<file path="config.mk">
export PLATFORM = sky130hd
export DESIGN_NAME = llc_bus_ctrl
export DESIGN_NICKNAME = d
export VERILOG_FILES = /design/src/rtl/llc_bus_ctrl.sv
export SDC_FILE = /design/constraint.sdc
export NUM_CORES = 1
export LEC_CHECK = 0
export CORE_UTILIZATION = 30
export DETAILED_ROUTE_END_ITERATION = 10
export SLEW_MARGIN = 20
export SYNTH_ARGS = -nofsm -noshare
export SYNTH_HDL_FRONTEND = slang
export SYNTH_SLANG_ARGS = --single-unit
</file>
<file path="constraint.sdc">
create_clock -name clk -period 4.5 [get_ports clk]
set_clock_uncertainty 0.1 [all_clocks]
set_input_delay 0.9 -clock clk [delete_from_list [all_inputs] [get_ports clk]]
set_output_delay 0.9 -clock clk [all_outputs]
set_load 0.1 [all_outputs]
</file>
<file path="src/rtl/llc_bus_ctrl.sv">
// llc_bus_ctrl: runs one LLC bus operation at a time. It broadcasts a snoop,
// merges the remote snoop results (HITM > HIT > NOHIT), issues the memory
// read or write, and returns the combined snoop result to the LLC.
module llc_bus_ctrl #(
    parameter int unsigned NUM_SNOOPERS  = 3,
    parameter int unsigned SNOOP_TIMEOUT = 8
) (
    input  logic                        clk,
    input  logic                        reset,
    input  logic                        req_valid,
    output logic                        req_ready,
    input  logic [2:0]                  req_op,
    input  logic [31:0]                 req_addr,
    output logic                        resp_valid,
    output logic [1:0]                  resp_snoop,
    output logic                        snp_valid,
    output logic [2:0]                  snp_op,
    output logic [31:0]                 snp_addr,
    input  logic [NUM_SNOOPERS-1:0]     snp_resp_valid,
    input  logic [2*NUM_SNOOPERS-1:0]   snp_resp,
    output logic                        mem_cmd_valid,
    input  logic                        mem_cmd_ready,
    output logic                        mem_cmd_write,
    output logic [31:0]                 mem_cmd_addr,
    input  logic                        mem_done,
    output logic                        proto_err,
    output logic [31:0]                 cnt_hitm,
    output logic [31:0]                 cnt_timeout
);

    localparam int unsigned TMR_W = $clog2(SNOOP_TIMEOUT) + 1;

    localparam logic [2:0] OP_READ  = 3'd1;
    localparam logic [2:0] OP_WRITE = 3'd2;
    localparam logic [2:0] OP_INV   = 3'd3;
    localparam logic [2:0] OP_RWIM  = 3'd4;

    localparam logic [1:0] SNP_NOHIT = 2'd0;
    localparam logic [1:0] SNP_HITM  = 2'd2;
    localparam logic [1:0] SNP_RSVD  = 2'd3;

    localparam logic [31:0] LINE_MASK = 32'hFFFF_FFC0;

    typedef enum logic [2:0] {
        S_IDLE, S_SNOOP, S_COLLECT, S_MEM_CMD, S_MEM_WAIT, S_RESP
    } state_t;

    state_t state_q, state_d;

    logic [2:0]              op_q, op_d;
    logic [31:0]             addr_q, addr_d;
    logic                    wr_q, wr_d;
    logic [NUM_SNOOPERS-1:0] mask_q, mask_d, mask_m;
    logic [1:0]              comb_q, comb_d, comb_m, sr;
    logic [TMR_W-1:0]        timer_q, timer_d;
    logic                    proto_q, proto_d;
    logic [31:0]             hitm_q, hitm_d, tmo_q, tmo_d;
    logic                    dup_hitm, all_in, collect_done;

    logic                    req_ready_q, req_ready_d;
    logic                    resp_valid_q, resp_valid_d;
    logic [1:0]              resp_snoop_q, resp_snoop_d;
    logic                    snp_valid_q, snp_valid_d;
    logic                    mem_cmd_valid_q, mem_cmd_valid_d;
    logic                    mem_cmd_write_q, mem_cmd_write_d;

    function automatic logic [31:0] sat_inc(input logic [31:0] v);
        return (v == 32'hFFFF_FFFF) ? v : v + 32'd1;
    endfunction

    // State register
    always_ff @(posedge clk or posedge reset) begin
        if (reset) state_q <= S_IDLE;
        else       state_q <= state_d;
    end

    // Merge this cycle's first-time snoop responses into mask and combined result
    always_comb begin
        mask_m   = mask_q;
        comb_m   = comb_q;
        dup_hitm = 1'b0;
        sr       = SNP_NOHIT;
        for (int unsigned i = 0; i < NUM_SNOOPERS; i++) begin
            if (snp_resp_valid[i] && !mask_q[i]) begin
                mask_m[i] = 1'b1;
                sr = snp_resp[2*i +: 2];
                if (sr == SNP_RSVD) sr = SNP_NOHIT;
                if (sr == SNP_HITM && comb_m == SNP_HITM) dup_hitm = 1'b1;
                if (sr > comb_m) comb_m = sr;
            end
        end
        all_in       = &mask_m;
        collect_done = all_in || (timer_q == TMR_W'(SNOOP_TIMEOUT - 1));
    end

    // Next-state logic
    always_comb begin
        state_d = state_q;
        case (state_q)
            S_IDLE: begin
                if (req_valid) begin
                    case (req_op)
                        OP_READ, OP_RWIM, OP_INV: state_d = S_SNOOP;
                        OP_WRITE:                 state_d = S_MEM_CMD;
                        default:                  state_d = S_RESP;
                    endcase
                end
            end
            S_SNOOP:    state_d = S_COLLECT;
            S_COLLECT:  if (collect_done) state_d = (op_q == OP_INV) ? S_RESP : S_MEM_CMD;
            S_MEM_CMD:  if (mem_cmd_ready) state_d = S_MEM_WAIT;
            S_MEM_WAIT: if (mem_done) state_d = S_RESP;
            S_RESP:     state_d = S_IDLE;
            default:    state_d = S_IDLE;
        endcase
    end

    // Transaction datapath: latch request, track snoop collection, counters
    always_comb begin
        op_d    = op_q;
        addr_d  = addr_q;
        wr_d    = wr_q;
        mask_d  = mask_q;
        comb_d  = comb_q;
        timer_d = timer_q;
        proto_d = proto_q;
        hitm_d  = hitm_q;
        tmo_d   = tmo_q;
        case (state_q)
            S_IDLE: begin
                if (req_valid) begin
                    op_d   = req_op;
                    addr_d = req_addr & LINE_MASK;
                    wr_d   = (req_op == OP_WRITE);
                    comb_d = SNP_NOHIT;
                end
            end
            S_SNOOP: begin
                mask_d  = '0;
                comb_d  = SNP_NOHIT;
                timer_d = '0;
            end
            S_COLLECT: begin
                mask_d  = mask_m;
                comb_d  = comb_m;
                timer_d = timer_q + TMR_W'(1);
                proto_d = proto_q | dup_hitm;
                if (collect_done) begin
                    wr_d = (comb_m == SNP_HITM);
                    if (!all_in) tmo_d = sat_inc(tmo_q);
                    if (op_q != OP_INV && comb_m == SNP_HITM) hitm_d = sat_inc(hitm_q);
                end
            end
            default: ;
        endcase
    end

    // Output decode from the upcoming state so every output comes from a flop
    always_comb begin
        req_ready_d     = (state_d == S_IDLE);
        snp_valid_d     = (state_d == S_SNOOP);
        mem_cmd_valid_d = (state_d == S_MEM_CMD);
        mem_cmd_write_d = (state_d == S_MEM_CMD) && wr_d;
        resp_valid_d    = (state_d == S_RESP);
        resp_snoop_d    = resp_snoop_q;
        if (state_d == S_RESP) resp_snoop_d = comb_d;
    end

    // Datapath and output registers
    always_ff @(posedge clk or posedge reset) begin
        if (reset) begin
            op_q            <= '0;
            addr_q          <= '0;
            wr_q            <= 1'b0;
            mask_q          <= '0;
            comb_q          <= SNP_NOHIT;
            timer_q         <= '0;
            proto_q         <= 1'b0;
            hitm_q          <= '0;
            tmo_q           <= '0;
            req_ready_q     <= 1'b1;
            resp_valid_q    <= 1'b0;
            resp_snoop_q    <= SNP_NOHIT;
            snp_valid_q     <= 1'b0;
            mem_cmd_valid_q <= 1'b0;
            mem_cmd_write_q <= 1'b0;
        end else begin
            op_q            <= op_d;
            addr_q          <= addr_d;
            wr_q            <= wr_d;
            mask_q          <= mask_d;
            comb_q          <= comb_d;
            timer_q         <= timer_d;
            proto_q         <= proto_d;
            hitm_q          <= hitm_d;
            tmo_q           <= tmo_d;
            req_ready_q     <= req_ready_d;
            resp_valid_q    <= resp_valid_d;
            resp_snoop_q    <= resp_snoop_d;
            snp_valid_q     <= snp_valid_d;
            mem_cmd_valid_q <= mem_cmd_valid_d;
            mem_cmd_write_q <= mem_cmd_write_d;
        end
    end

    assign req_ready     = req_ready_q;
    assign resp_valid    = resp_valid_q;
    assign resp_snoop    = resp_snoop_q;
    assign snp_valid     = snp_valid_q;
    assign snp_op        = op_q;
    assign snp_addr      = addr_q;
    assign mem_cmd_valid = mem_cmd_valid_q;
    assign mem_cmd_write = mem_cmd_write_q;
    assign mem_cmd_addr  = addr_q;
    assign proto_err     = proto_q;
    assign cnt_hitm      = hitm_q;
    assign cnt_timeout   = tmo_q;

endmodule

</file>
==> flow_summary.ini, run 1 <==
[setup_path]
crit_top_cell = ha_1
cp.arrival_ns = 4.27
crit_path_end_kind = register
crit_slowest_cell = clkdlybuf4s50_1
critical_path_class = input pin to register
cp-start-kind = input pin
crit_family = multiplexers
slowest_delay_ns = 0.55
path_cells = clkdlybuf4s50_1 > nand2b_4 > mux2_4 > ha_1 > nand2b_1 > o2111a_1 > a31oi_2 > ha_1 > a21oi_2 > o21ai_1 > mux2i_1 > and4bb_2 > buf_12 > mux2_2
critPathBufInv = 2
worstPathRequired_ns = 4.68
path_max_fanout = 7

[placed_design]
port_buffers = 169
dpl.hpwl_microns = 10500
gp_congestion = 0.808
dp_slack_ns = -0.280
placed_area_sq_um = 7600

[global_route]
grt_usage_pct = 15.3
grt-ovfl-total = 0
antenna_found_initial = 0
grt_pass1_vias = 4630
grt_pass1_wl_microns = 23900
grt_max_degree = 87

[pwr]
leakage_nw = 3.54
p_per_area_nw_per_um2 = 785
max-vdd-ir-drop_uv = 539

[routing]
via_count = 4531
viasPerCell = 4.66
antenna_left = 0
drcViolationCount = 0
firstDrtPassIters = 4
drt_wl_total_microns = 14800
dr.first_iter.drc_count = 210
wl_per_cell_microns = 15.2

[outcome]
status = finished, final reports clean

[synth]
synth.distinct_cells = 59
ys_ff_latch = 114
ys.warnings.count = 0
synthArstFlopShare_pct = 100
yosysSeqAreaShare_pct = 49.3
synth-edff-count = 0
yosys_most_used_dff = dfrtp_1
syn_avg_cell_area_sq_um = 10.8
syn-cell-area_sq_um = 5790
syn_inst = 536

[sta]
fin_tns_setup_ns = 0
rsz0062_at_grt = false
fmax_mhz = 244
final-setup-viol-count = 0
fin_ws_ns = 0.409
slew_headroom_pct = 31.0
period_minus_slack_ns = 4.09
worst_slew_pin_slew_ns = 1.03
drv_slew = 0
post-route-period-util_pct = 90.9
hold_violations = 0

[finish]
final_cell_mix = clkdlybuf4s50_1, dfrtp_1, xnor2_1
drive_gt1_share_pct = 13.3
diodes = 0
fin_nets = 760
final_area_sq_um = 8280
area_delta_synth_final_pct = 42.9
layout_commonest_cell = clkdlybuf4s50_1

[worst_hold_path]
hold_path_class = register to register

[die]
ios = 188
core-area_sq_um = 18800
fp-row-count = 50
die_x_microns = 141
start_util_pct = 30.8
die_area_sq_um = 19900
die_h_microns = 141

[cts]
insertion_delay_ns = 0.41
cts_max_path_buffers = 2
cts_buffers = 17
cts_tree = built
htree_levels = 4
cts_sinks = 114
cts_hold_buffers = 0
cts-root-buf = clkbuf_16
clk_pin_slew_ns = 0.05

[flow_run]
maxCapViolCount = 0
[cells in the mapped netlist (all sizes together) (2+ instances only)]
cell / count / area (sq um)
a21oi: 9 / 45.0
nor3b: 2 / 20.0
nor2: 34 / 135
nor3: 13 / 70.1
ha: 12 / 150
or3: 5 / 36.3
mux2i: 3 / 42.5
nand2: 36 / 135
xor2: 21 / 184
mux2: 35 / 402
nor2b: 5 / 31.3
nor4b: 2 / 17.5
xnor2: 42 / 368
a31o: 2 / 17.5
and4: 8 / 70.1
a22oi: 3 / 22.5
o21bai: 3 / 22.5
nand4: 21 / 131
nand3: 25 / 125
and2: 3 / 18.8
nand2b: 11 / 76.3
buf: 47 / 347
a31oi: 2 / 12.5
nor4: 6 / 37.5
dfrtp: 113 / 2830
clkbuf: 4 / 15.0
o21ai: 18 / 90.1
o22ai: 2 / 12.5
inv: 25 / 93.8
and3: 5 / 31.3
[logic make-up after synthesis]
family	share of synthesized area, %
DFF	49.3
other	0.0647
and+or+nand+nor	17.0
adders and majority gates	2.59
xor gates and xnor gates	9.52
buffers and inverters	7.86
muxes	7.67
AOI/OAI and AO/OA	6.07
[registers in the layout (all words and copies together), names as in the netlist, 2 cells and up]
| register | flops |
|---|---|
| state_q | 3 |
| resp_snoop | 2 |
| comb_q | 2 |
| cnt_hitm | 32 |
| mask_q | 3 |
| cnt_timeout | 32 |
| timer_q | 4 |
| mem_cmd_addr | 26 |
| snp_op | 3 |
[cell type report]
class / count / area (sq um)
fill: 1740 / 10600
sequential: 114 / 2850
multi-input combinational: 357 / 2550
timing repair buffer: 184 / 1860
clock buffer: 27 / 523
tap: 260 / 325
inverter: 25 / 98.8
clock inverter: 5 / 75.1
[where the power goes]
part	internal, W	leakage [nW]	switching [W]	total (W)
clock	0.000901	0.297	0.000447	0.00135
sequential	0.00126	1.47	0.000229	0.00149
combinational	0.000899	1.78	0.00277	0.00367
[what timing repair did]
| action | in CTS | in global routing |
|---|---|---|
| buffers inserted | 0 | 1 |
| setup endpoints to repair | 0 | 27 |
| resized for setup | 0 | 8 |
[final timing paths]
check,start,cells past startpoint,slack [ns],endpoint
min,cnt_hitm[14],1,0.39,cnt_hitm[14]
min in group asynchronous,reset,2,0.93,cnt_timeout[5]
max,snp_resp_valid[0],14,0.41,cnt_hitm[1]
max in group asynchronous,reset,3,2.62,cnt_hitm[1]
max reg2reg,comb_q[1],16,0.67,cnt_hitm[1]
min reg2reg,cnt_hitm[14],1,0.39,cnt_hitm[14]
[per-stage QoR]
step | utilization, % | power (W) | std cells | hold WS, ns
after floorplan | - | 0.00444 | 547 | 0.363
after global placement | 40.3 | 0.00508 | 937 | 0.373
after detailed placement | 40.3 | 0.00513 | 937 | 0.385
after CTS | 43.5 | 0.00651 | 969 | 0.396
after global routing | 44.0 | 0.00675 | 972 | 0.416
final | 44.0 | 0.00650 | 972 | 0.386
[layer usage]
metal | vias up | global-route usage (%) | routed length, microns
li1 | 2146 | - | -
met1 | 2232 | 18.7 | 6500
met2 | 137 | 25.1 | 7270
met3 | 16 | 4.93 | 842
met4 | 0 | 5.55 | 195
met5 | - | 0 | 0
Power figures use the tool's default switching activity.
==> run 2: changes to the inputs <==
Settings changed: CORE_ASPECT_RATIO set to 0.5.
==> run 2 against run 1 <==
Routed wire length fell by 2.4%. Clock-buffer cell count fell by 2. Setup slack got worse by 0.053 ns. Die area rose by 0.17%. Via count fell by 2.3%. Hold slack improved by 0.0012 ns. Critical endpoint unchanged. Critical path depth rose by 2. Total power rose by 0.47%. Combinational power barely moved. Largest power group unchanged. Sequential power barely moved. Critical path type unchanged. Final cell count did not move. Sequential cell count did not move.
==> flow_summary.ini, run 2 (synthesis results as in run 1) <==
[setup_path]
r2r_end = cnt_hitm[1]
cp.arrival_ns = 4.32
crit_path_end_kind = register
crit_family = compound AO/OA/AOI/OAI gates
critical_path_class = input pin to register
rrSetupSlack_ns = 0.63
cp-start-kind = input pin
crit_slowest_cell = clkdlybuf4s50_1
worstPathRequired_ns = 4.68
critPathBufInv = 3
slowest_delay_ns = 0.49
path_max_fanout = 7
path_cells = clkdlybuf4s50_1 > and2b_1 > a31o_2 > nand2_1 > ha_1 > nand2b_1 > o211ai_1 > a31oi_2 > ha_1 > a21oi_2 > o21ai_1 > mux2i_1 > buf_4 > and4bb_4 > buf_12 > mux2_2
regToRegStartpoint = comb_q[1]
critPathCapture = cnt_hitm[1]
crit_top_cell = ha_1
reg2reg_depth = 17
crit_start = snp_resp_valid[0]
cp.depth = 16

[die]
fp-row-count = 35
start_util_pct = 31.1
die_h_microns = 100
core-area_sq_um = 18700
die_x_microns = 199
ios = 188
die_area_sq_um = 19900

[routing]
antenna_left = 0
wl_per_cell_microns = 14.9
viasPerCell = 4.56
firstDrtPassIters = 4
dr.first_iter.drc_count = 238
drt_wl_total_microns = 14500
drcViolationCount = 0
via_count = 4429

[pwr]
p_per_area_nw_per_um2 = 785
leakage_nw = 3.56
max-vdd-ir-drop_uv = 632

[sta]
slew_headroom_pct = 30.5
worst_slew_pin_slew_ns = 1.04
fmax_mhz = 241
final-setup-viol-count = 0
period_minus_slack_ns = 4.14
fin_tns_setup_ns = 0
fin_ws_ns = 0.356
hold_violations = 0
drv_slew = 0
post-route-period-util_pct = 92.1
rsz0062_at_grt = false

[outcome]
status = finished, final reports clean

[placed_design]
gp_congestion = 0.807
port_buffers = 169
placed_area_sq_um = 7590
dpl.hpwl_microns = 10500
dp.cells = 934
dp_slack_ns = -0.492

[cts]
cts_sinks = 114
htree_levels = 4
cts_tree = built
cts_buffers = 17
insertion_delay_ns = 0.40
cts_max_path_buffers = 2
clk_pin_slew_ns = 0.05
cts-root-buf = clkbuf_16
cts_hold_buffers = 0

[finish]
diodes = 0
drive_gt1_share_pct = 13.6
fin_util_pct = 44.6
fin_nets = 761
layout_commonest_cell = clkdlybuf4s50_1
final_cell_mix = clkdlybuf4s50_1, dfrtp_1, xnor2_1
layout.cells.non_filler = 972
area_delta_synth_final_pct = 43.6
final_area_sq_um = 8320

[global_route]
grt_pass1_vias = 4417
grt-ovfl-total = 0
antenna_found_initial = 0
grt_max_degree = 76
grt_usage_pct = 14.7
grt_pass1_wl_microns = 22900

[worst_hold_path]
hold_path_class = register to register
holdPathStages = 1

[flow_run]
maxCapViolCount = 0
run 2: worst min-delay path by stage:
stage / startpoint / end
2_1_floorplan: wr_q / wr_q
3_3_place_gp: proto_err / proto_err
3_5_place_dp: cnt_timeout[19] / cnt_timeout[19]
4_1_cts: cnt_timeout[25] / cnt_timeout[25]
5_1_grt: cnt_hitm[21] / cnt_hitm[21]
6_report: cnt_timeout[25] / cnt_timeout[25]
run 2: per-stage QoR:
step                total power (W)  hold WS (ns)
detailed placement          0.00513         0.385
global placement            0.00509         0.382
CTS                         0.00654         0.396
global route                0.00680         0.404
finish                      0.00653         0.387
floorplan                   0.00444         0.363
run 2: area by class of cell:
cell class                      instances  area, sq um
Clock buffer                           25          485
Clock inverter                          7          110
Fill cell                            1807        10300
Inverter                               25         96.3
Multi-Input combinational cell        357         2570
Sequential cell                       114         2850
Tap cell                              259          324
Timing Repair Buffer                  185         1880
run 2: what timing repair did:
action	CTS	global route
setup buffers	1	3
setup endpoints to repair	13	33
pin swaps	2	4
gates resized for setup	2	9
gates cloned	0	2
run 2: layer usage:
metal | global-route usage [%] | part of all wire, %
met3 | 3.39 | 2.8
met4 | 3.61 | 0.91
met1 | 19.2 | 47
met5 | 0 | 0
met2 | 24.5 | 50
run 2: report_power, final:
part	switching, W	total, W	leakage, nW	internal [W]
Combinational	0.00277	0.00368	1.80	0.000914
Sequential	0.000225	0.00148	1.47	0.00126
Clock	0.000452	0.00136	0.295	0.000912
==> run 3: changes to the inputs <==
Settings changed: CORE_MARGIN set to 2, PLACE_DENSITY set to 0.64, RECOVER_POWER set to 100.
==> run 3 against run 2 <==
The run now ends with capacitance limit, slew limit left. First-iteration DRC count decreased by 16%. Maximum frequency down 3.3%. Register-to-register slack improved by 0.14 ns. Non-clock buffer count fell by 2. Setup slack got worse by 0.14 ns. Sequential power barely moved. Combinational power is 4% lower. Via count about the same. Routed wire length is 0.29% higher. Clock-buffer cell count is 4 lower. Critical endpoint is now cnt_hitm[6].
==> flow_summary.ini, run 3 (synthesis results as in run 1) <==
[outcome]
status = finished, violations left
violations = capacitance limit, slew limit

[finish]
drive_gt1_share_pct = 12.4
layout.cells.non_filler = 969
multi_input_area_sq_um = 2500
register_area_sq_um = 2850
filler_cell_count = 1786
area_delta_synth_final_pct = 42.2
layout_commonest_cell = dlygate4sd3_1
final_cell_mix = dlygate4sd3_1, dfrtp_1, xnor2_1
diodes = 0
fin_nets = 759

[pwr]
p_per_area_nw_per_um2 = 779
max-vdd-ir-drop_uv = 569
power_frac_comb_pct = 54.9
power.internal_w = 0.00300
leakage_nw = 3.76
power_w = 0.00642
p_seq_share_pct = 22.8
pwr-share-clk_pct = 22.3
power.switching_w = 0.00342
switching_share_pct = 53.3

[die]
start_util_pct = 31.1
die_area_sq_um = 20500
die_x_microns = 201
fp-row-count = 35
die_h_microns = 102
core-area_sq_um = 18700
ios = 188

[global_route]
grt_pass1_wl_microns = 22600
grt_pass1_vias = 4427
grt-ovfl-total = 0
grt_usage_pct = 13.9
grt-busiest-layer = met2
grtUsageMet2_pct = 24.4
antenna_found_initial = 0
grt_max_degree = 65
grt_util_met1_pct = 17.5
met3_usage_pct = 2.87

[setup_path]
cp.arrival_ns = 4.46
reg2reg_depth = 18
rrSetupSlack_ns = 0.77
crit_path_end_kind = register
cp-start-kind = input pin
critical_path_class = input pin to register
worstPathRequired_ns = 4.68
path_max_fanout = 12

[placed_design]
port_buffers = 169
dp_slack_ns = -0.289
gp_congestion = 0.762
dp.cells = 936
dpl.hpwl_microns = 10600

[routing]
drt_wl_total_microns = 14500
wl_per_cell_microns = 15.0
dr.first_iter.drc_count = 201
viasPerCell = 4.57
via_count = 4430
firstDrtPassIters = 4
drcViolationCount = 0
antenna_left = 0

[cts]
postCtsSetupBuffers = 0
clk_pin_slew_ns = 0.05
cts_resized = 0
cts_hold_buffers = 0
htree_levels = 4
cts_buffers = 17
cts_tree = built
cts_sinks = 114
cts-root-buf = clkbuf_16
insertion_delay_ns = 0.40
cts_max_path_buffers = 2

[sta]
final-setup-viol-count = 0
fin_ws_ns = 0.215
rsz0062_at_grt = false
worst_slew_pin_slew_ns = 2.48
slew_headroom_pct = -65.6
period_minus_slack_ns = 4.28
post-route-period-util_pct = 95.2
drv_slew = 65
hold_violations = 0
fmax_mhz = 233

[worst_hold_path]
holdPathStages = 1
hold_path_class = register to register

[flow_run]
maxCapViolCount = 1
-- run 3: changes by cell type in the layout (fill, tap and decap cells not counted), moves of 2 or more --
cell,previous run,this run
dlymetal6s2s_1,2,0
dlygate4sd3_1,0,129
clkbuf_1,5,2
clkdlybuf4s50_1,167,40
buf_4,12,8
clkbuf_4,0,2
-- run 3: final timing paths --
| check | from | to |
|---|---|---|
| max | snp_resp[1] | cnt_hitm[6] |
| min | proto_err | proto_err |
| max reg2reg | comb_q[1] | cnt_hitm[6] |
| min reg2reg | proto_err | proto_err |
| max in group asynchronous | reset | cnt_timeout[24] |
| min in group asynchronous | reset | mem_cmd_addr[13] |
-- run 3: layout make-up --
cell class,count,area share (%)
clock buffers,21,5.71
multi-input cells,357,30.3
flip-flops and latches,114,34.6
well taps,259,3.93
clock inverters,10,1.90
repair buffers,183,22.3
inverters,25,1.14
-- run 3: worst max-delay path, cell delays in order --
cell and delay [ns]:
clkdlybuf4s50_1 0.52, nand2b_4 0.07, ha_1 0.28, o21bai_1 0.17, a31o_2 0.20, nand2_1 0.08
ha_1 0.29, nand2b_1 0.10, o211ai_1 0.13, a31oi_2 0.21, ha_1 0.26, a21oi_1 0.13
o21ai_1 0.09, mux2i_1 0.15, buf_4 0.14, and4bb_4 0.30, clkbuf_16 0.19, nand4_1 0.12
xnor2_1 0.15
-- run 3: through the flow --
stage	setup TNS (ns)	utilization, %	hold slack (ns)	instance area, sq um
global route	0	44.2	0.401	8240
detailed placement	-5.98	40.8	0.381	7610
global placement	-4.12	40.8	0.383	7610
finish	0	44.2	0.389	8240
floorplan	0	-	0.363	5840
CTS	0	44.1	0.393	8230
-- run 3: power groups by stage --
| stage | registers [W] | logic [W] | clock network, W |
|---|---|---|---|
| 4_1_cts | 0.00148 | 0.00364 | 0.00146 |
| 6_report | 0.00146 | 0.00352 | 0.00143 |
| 3_5_place_dp | 0.00150 | 0.00364 | 0 |
| 3_3_place_gp | 0.00149 | 0.00361 | 0 |
| 5_1_grt | 0.00150 | 0.00366 | 0.00152 |
| 2_1_floorplan | 0.00269 | 0.00175 | 0 |
-- run 3: layer usage --
metal	part of all wire [%]	vias up
li1	-	2144
met1	45	2215
met4	0.83	0
met3	2.6	10
met2	51	61
met5	0	-
